--- config.mk ---
export PLATFORM = sky130hd
export DESIGN_NAME = dice_game_ctrl
export DESIGN_NICKNAME = d
export VERILOG_FILES = /design/src/rtl/dice_game_ctrl.sv
export SDC_FILE = /design/constraint.sdc
export NUM_CORES = 1
export LEC_CHECK = 0
export ABC_AREA = 1
export BUFFER_PORTS_ARGS = -buffer_cell sky130_fd_sc_hd__buf_2
export CAP_MARGIN = 40
export CORE_ASPECT_RATIO = 1.75
export CORE_MARGIN = 2
export CORE_UTILIZATION = 56
export CTS_CLUSTER_DIAMETER = 40
export DETAILED_ROUTE_END_ITERATION = 6
export PLACE_DENSITY = 0.79
export RECOVER_POWER = 50
export SETUP_SLACK_MARGIN = 0.05
export SLEW_MARGIN = 15
export SYNTH_ARGS = -nofsm -noshare
export SYNTH_HDL_FRONTEND = slang
export SYNTH_SLANG_ARGS = --single-unit
export TNS_END_PERCENT = 20
--- constraint.sdc ---
create_clock -name clk -period 1.7 [get_ports clk]
set_input_delay 0.255 -clock clk [delete_from_list [all_inputs] [get_ports clk]]
set_output_delay 0.255 -clock clk [all_outputs]
set_load 0.005 [all_outputs]
--- src/rtl/dice_game_ctrl.sv ---
// Match sequencer for the dual-dice comparator: free-running dice generators,
// per-player capture on roll edges, round scoring and match-winner detection.
module dice_game_ctrl #(
    parameter int WIN_SCORE   = 3,
    parameter int SHOW_CYCLES = 4
) (
    input  logic       clk,
    input  logic       rst,
    input  logic       start,
    input  logic       roll_a,
    input  logic       roll_b,
    input  logic [0:2] cmp,
    output logic [0:2] a,
    output logic [0:2] b,
    output logic [0:2] c,
    output logic [0:2] d,
    output logic [0:2] res,
    output logic [0:2] score_a,
    output logic [0:2] score_b,
    output logic       a_done,
    output logic       b_done,
    output logic       rolling,
    output logic       game_over,
    output logic       winner
);

    localparam int CNT_W = (SHOW_CYCLES > 1) ? $clog2(SHOW_CYCLES) : 1;

    localparam logic [2:0] S_IDLE = 3'd0;
    localparam logic [2:0] S_ROLL = 3'd1;
    localparam logic [2:0] S_CMP  = 3'd2;
    localparam logic [2:0] S_SHOW = 3'd3;
    localparam logic [2:0] S_DONE = 3'd4;

    localparam logic [2:0] WIN = 3'(WIN_SCORE);

    logic [2:0]       state_q, state_d;
    logic [2:0]       g0_q, g0_d, g1_q, g1_d, g2_q, g2_d, g3_q, g3_d;
    logic             roll_a_q, roll_b_q;
    logic             roll_a_e, roll_b_e;
    logic [2:0]       a_q, a_d, b_q, b_d, c_q, c_d, d_q, d_d;
    logic [2:0]       res_q, res_d;
    logic [2:0]       score_a_q, score_a_d, score_b_q, score_b_d;
    logic             a_done_q, a_done_d, b_done_q, b_done_d;
    logic             winner_q, winner_d;
    logic [CNT_W-1:0] cnt_q, cnt_d;

    function automatic logic [2:0] up6(input logic [2:0] v);
        return (v == 3'd6) ? 3'd1 : v + 3'd1;
    endfunction

    function automatic logic [2:0] down6(input logic [2:0] v);
        return (v == 3'd1) ? 3'd6 : v - 3'd1;
    endfunction

    // Two odometer-style counters: g1/g3 advance when their partner wraps.
    always_comb begin
        g0_d = up6(g0_q);
        g1_d = (g0_q == 3'd6) ? up6(g1_q) : g1_q;
        g2_d = down6(g2_q);
        g3_d = (g2_q == 3'd1) ? down6(g3_q) : g3_q;
    end

    assign roll_a_e = roll_a & ~roll_a_q;
    assign roll_b_e = roll_b & ~roll_b_q;

    always_comb begin
        state_d   = state_q;
        a_d       = a_q;
        b_d       = b_q;
        c_d       = c_q;
        d_d       = d_q;
        res_d     = res_q;
        score_a_d = score_a_q;
        score_b_d = score_b_q;
        a_done_d  = a_done_q;
        b_done_d  = b_done_q;
        winner_d  = winner_q;
        cnt_d     = cnt_q;
        case (state_q)
            S_IDLE: begin
                if (start) state_d = S_ROLL;
            end
            S_ROLL: begin
                if (roll_a_e && !a_done_q) begin
                    a_d      = g0_q;
                    b_d      = g1_q;
                    a_done_d = 1'b1;
                end
                if (roll_b_e && !b_done_q) begin
                    c_d      = g2_q;
                    d_d      = g3_q;
                    b_done_d = 1'b1;
                end
                if (a_done_d && b_done_d) state_d = S_CMP;
            end
            S_CMP: begin
                // Anything that is not a clean win for one side scores as a tie.
                case (cmp)
                    3'b100: begin
                        res_d = cmp;
                        if (score_a_q < WIN) score_a_d = score_a_q + 3'd1;
                    end
                    3'b001: begin
                        res_d = cmp;
                        if (score_b_q < WIN) score_b_d = score_b_q + 3'd1;
                    end
                    default: res_d = 3'b010;
                endcase
                a_done_d = 1'b0;
                b_done_d = 1'b0;
                cnt_d    = CNT_W'(SHOW_CYCLES - 1);
                state_d  = S_SHOW;
            end
            S_SHOW: begin
                if (cnt_q != '0) begin
                    cnt_d = cnt_q - CNT_W'(1);
                end else if (score_a_q == WIN) begin
                    winner_d = 1'b0;
                    state_d  = S_DONE;
                end else if (score_b_q == WIN) begin
                    winner_d = 1'b1;
                    state_d  = S_DONE;
                end else begin
                    res_d   = 3'b000;
                    state_d = S_ROLL;
                end
            end
            S_DONE: begin
                if (start) begin
                    score_a_d = '0;
                    score_b_d = '0;
                    res_d     = '0;
                    a_d       = '0;
                    b_d       = '0;
                    c_d       = '0;
                    d_d       = '0;
                    winner_d  = 1'b0;
                    state_d   = S_ROLL;
                end
            end
            default: state_d = S_IDLE;
        endcase
    end

    always_ff @(posedge clk) begin
        if (rst) begin
            state_q   <= S_IDLE;
            g0_q      <= 3'd1;
            g1_q      <= 3'd1;
            g2_q      <= 3'd6;
            g3_q      <= 3'd6;
            roll_a_q  <= 1'b0;
            roll_b_q  <= 1'b0;
            a_q       <= '0;
            b_q       <= '0;
            c_q       <= '0;
            d_q       <= '0;
            res_q     <= '0;
            score_a_q <= '0;
            score_b_q <= '0;
            a_done_q  <= 1'b0;
            b_done_q  <= 1'b0;
            winner_q  <= 1'b0;
            cnt_q     <= '0;
        end else begin
            state_q   <= state_d;
            g0_q      <= g0_d;
            g1_q      <= g1_d;
            g2_q      <= g2_d;
            g3_q      <= g3_d;
            roll_a_q  <= roll_a;
            roll_b_q  <= roll_b;
            a_q       <= a_d;
            b_q       <= b_d;
            c_q       <= c_d;
            d_q       <= d_d;
            res_q     <= res_d;
            score_a_q <= score_a_d;
            score_b_q <= score_b_d;
            a_done_q  <= a_done_d;
            b_done_q  <= b_done_d;
            winner_q  <= winner_d;
            cnt_q     <= cnt_d;
        end
    end

    assign a         = a_q;
    assign b         = b_q;
    assign c         = c_q;
    assign d         = d_q;
    assign res       = res_q;
    assign score_a   = score_a_q;
    assign score_b   = score_b_q;
    assign a_done    = a_done_q;
    assign b_done    = b_done_q;
    assign winner    = winner_q;
    assign rolling   = (state_q == S_ROLL);
    assign game_over = (state_q == S_DONE);

endmodule
==> flow_summary.json <==
{
  "post_synth.cell_area_avg_um2": 7.094,
  "clk_latency_ns": 0.30,
  "power.static_leakage_nw": 1.243,
  "post-route-drc-count": 0,
  "syn-num-nets": 322,
  "die_area_um2": 4370,
  "layout_worst_path_cycle_share_pct": 92.55,
  "holdBufCountCts": 0,
  "pwr_density_cell_nw_per_um2": 1007,
  "ant_nets": 0,
  "maxCapViolCount": 0,
  "maxClockFrequency_ghz": 0.6356,
  "cts_sinks": 43,
  "io_pins": 34,
  "finalNetCount": 361,
  "fillerInstances": 373,
  "period_needed_ns": 1.573,
  "place_area_um2": 2360,
  "core.rowCount": 29,
  "multiInputGateArea_um2": 1076,
  "startpoint_type": "flop",
  "synthArstFlopShare_pct": 0,
  "holdPathStages": 3,
  "routed_wirelength_um": 4449,
  "synth_enable_flop_cells": 0,
  "report.final.hold_viol_count": 0,
  "worst_ep_arrival_time_ns": 1.77,
  "avgRoutedWirePerCell_um": 11.44,
  "die-width_um": 50.84,
  "seq_area_um2": 862.1,
  "max_slew.worst_pin.slew_ns": 0.8675,
  "via_count": 1980,
  "fin_tns_setup_ns": 0,
  "max-slew-margin-rel_pct": 42.16,
  "gr-total-overflow": 0,
  "criticalPathCategory": "reg -> reg",
  "rr_worst_depth": 10,
  "area_growth_pct": 14.03,
  "grt_usage_pct": 22.29,
  "fraction_of_final_layout_cells_sized_beyond_drive_strength_1_pct": 18.37,
  "hold_path_class": "in -> reg",
  "pin_count_of_the_biggest_net_entering_global_routing": 19,
  "synth_sequential_area_ratio_pct": 40.05,
  "io_buffers": 33,
  "outcome": "finished, final reports clean",
  "instances_no_fill": 389,
  "crit_required_ns": 1.89,
  "tritoncts": "built",
  "synth_ff_type": "dfxtp_1",
  "antenna_cells_inserted": 0,
  "peak_vdd_ir_uv": 1041,
  "h-tree-depth": 2,
  "tritoncts_buffer_count": 5,
  "rsz_0062_raised_after_global_routing": "no",
  "placer_s_final_routability_congestion_estimate": 0.8395,
  "initial_antenna_violation_count": 0,
  "drt_first_pass_iters": 4,
  "setup_viol": 0,
  "fp.coreArea_um2": 3665,
  "drc_marker_count_from_the_first_detailed_route_iteration": 42,
  "clkTransAtPathRegs_ns": 0.08,
  "dp.cells": 380,
  "vias_in_the_first_global_route": 1906,
  "cts_buffer_depth": 2,
  "yosys_warnings": 0,
  "final_area_um2": 2451,
  "grt_first_pass_wirelength_um": 7479,
  "postSynthCellCount": 303,
  "final_core_util_pct": 66.88,
  "start_util_pct": 58.65,
  "timing.clock.skew_ns": 0.008765,
  "place_hpwl_um": 3482,
  "synth.lib_cells_used.distinct": 26,
  "synth_cell_area_um2": 2150,
  "floorplan.die.height_um": 85.96,
  "finalMaxSlewViolations": 0,
  "crit_path_end_kind": "flop",
  "postSynthRegisterBits": 43,
  "maximum_fanout_along_the_worst_path": 6,
  "detail_route.vias_per_cell": 5.090,
  "ctsRootBufferMaster": "clkbuf_8"
}
-- worst max-delay path: stages, from the launching register on --
cell	delay, ns
dfxtp_1	0.34
ha_1	0.20
ha_2	0.18
nor2_2	0.15
inv_1	0.08
nand2_1	0.07
nand2_1	0.08
nor2_4	0.18
nand2_1	0.08
nand2_1	0.08
nor2_1	0.04
-- power breakdown --
group          leakage, nW  switching, mW  internal [mW]
Sequential           0.352         0.0861           1.12
Clock               0.0422          0.337          0.288
Combinational        0.850          0.385          0.252
Total                 1.24          0.808           1.66
-- final cells by class --
cell class                 instances  share of cell area (%)
clock buffer                       7                   3.114
clock inverter                     1                  0.2042
inverter                          52                   7.963
multi-input combinational        204                   43.90
sequential                        43                   35.17
tap                               46                   2.348
timing repair buffer              36                   7.300
-- flip-flops by register name, summed over array words and instances, names as in the netlist --
signal	count
roll_a_q	1
a_done	1
a	3
score_b	3
roll_b_q	1
b	3
g0_q	3
cnt_q	2
g1_q	3
winner	1
res	3
g3_q	3
score_a	3
g2_q	3
b_done	1
c	3
state_q	3
d	3
-- path summary, 6_finish.rpt --
| path | slack, ns | to | startpoint |
|---|---|---|---|
| worst max register to register | 0.13 | res[2] | score_a[2] |
| worst min register to register | 0.43 | g0_q[0] | g0_q[0] |
| worst max-delay path | 0.13 | res[2] | score_a[2] |
| worst min-delay path | 0.17 | roll_a_q | roll_a |
-- per-stage QoR --
stage | hold WS (ns) | total power [mW] | worst slack, ns
after floorplan | 0.3620 | 1.679 | 0.3190
after global placement | 0.4120 | 1.846 | 0.2114
after detailed placement | 0.4222 | 1.867 | 0.1385
after CTS | 0.1717 | 2.482 | 0.1135
after global routing | 0.1718 | 2.635 | 0.01871
final | 0.1727 | 2.469 | 0.1267
-- synthesized netlist by cell type (3+ instances only) --
library cell | number | area, µm²
a21oi_1 | 14 | 70.07
dfxtp_1 | 43 | 860.8
ha_1 | 11 | 137.6
inv_1 | 48 | 180.2
inv_2 | 4 | 15.01
nand2_1 | 71 | 266.5
nand2_2 | 4 | 25.02
nand3_1 | 15 | 75.07
nand3_2 | 4 | 40.04
nand4_1 | 3 | 18.77
nor2_1 | 41 | 153.9
nor2_4 | 6 | 67.56
nor3_1 | 9 | 45.04
o21ai_0 | 13 | 65.06
o21ai_1 | 3 | 15.01
-- layer usage --
layer / GRT usage [%] / vias up / part of all wire [%]
met1: 20.90 / 912 / 38
li1: - / 1017 / -
met3: 4.530 / 13 / 3.2
met5: 0 / - / 0
met4: 11.79 / 0 / 2.9
met2: 43.18 / 38 / 56
-- logic make-up after synthesis --
group | count (synthesis) | share of synthesized area [%]
adders and majority gates | 11 | 6.403
buffers and inverters | 56 | 10.36
xor gates and xnor gates | 3 | 1.223
DFF | 43 | 40.05
AOI/OAI and AO/OA | 32 | 7.742
and+or+nand+nor | 158 | 34.23
-- layout by cell type (no fill, tap or decap) --
cell type / count
clkbuf_8: 5
nand2_4: 2
inv_1: 48
clkbuf_1: 7
nand2_1: 69
nor3_1: 9
o211ai_1: 1
ha_2: 1
buf_4: 2
nand3b_1: 2
nand2_2: 6
buf_2: 29
a41oi_1: 1
ha_1: 10
xnor2_1: 2
o21ai_1: 3
dfxtp_2: 1
a21oi_1: 14
nor2_1: 40
o21ai_0: 13
nand3_2: 4
nor2_2: 2
nand3_1: 15
nand4_1: 3
clkinv_2: 1
dfxtp_1: 42
inv_2: 4
xor2_1: 1
nor2_4: 6
-- timing repair --
item | in CTS | in global routing
pin swaps | 0 | 2
setup endpoints to repair | 1 | 3
buffers inserted | 0 | 1
gates resized for setup | 1 | 7
No activity file was read; power rests on OpenSTA's default activity.
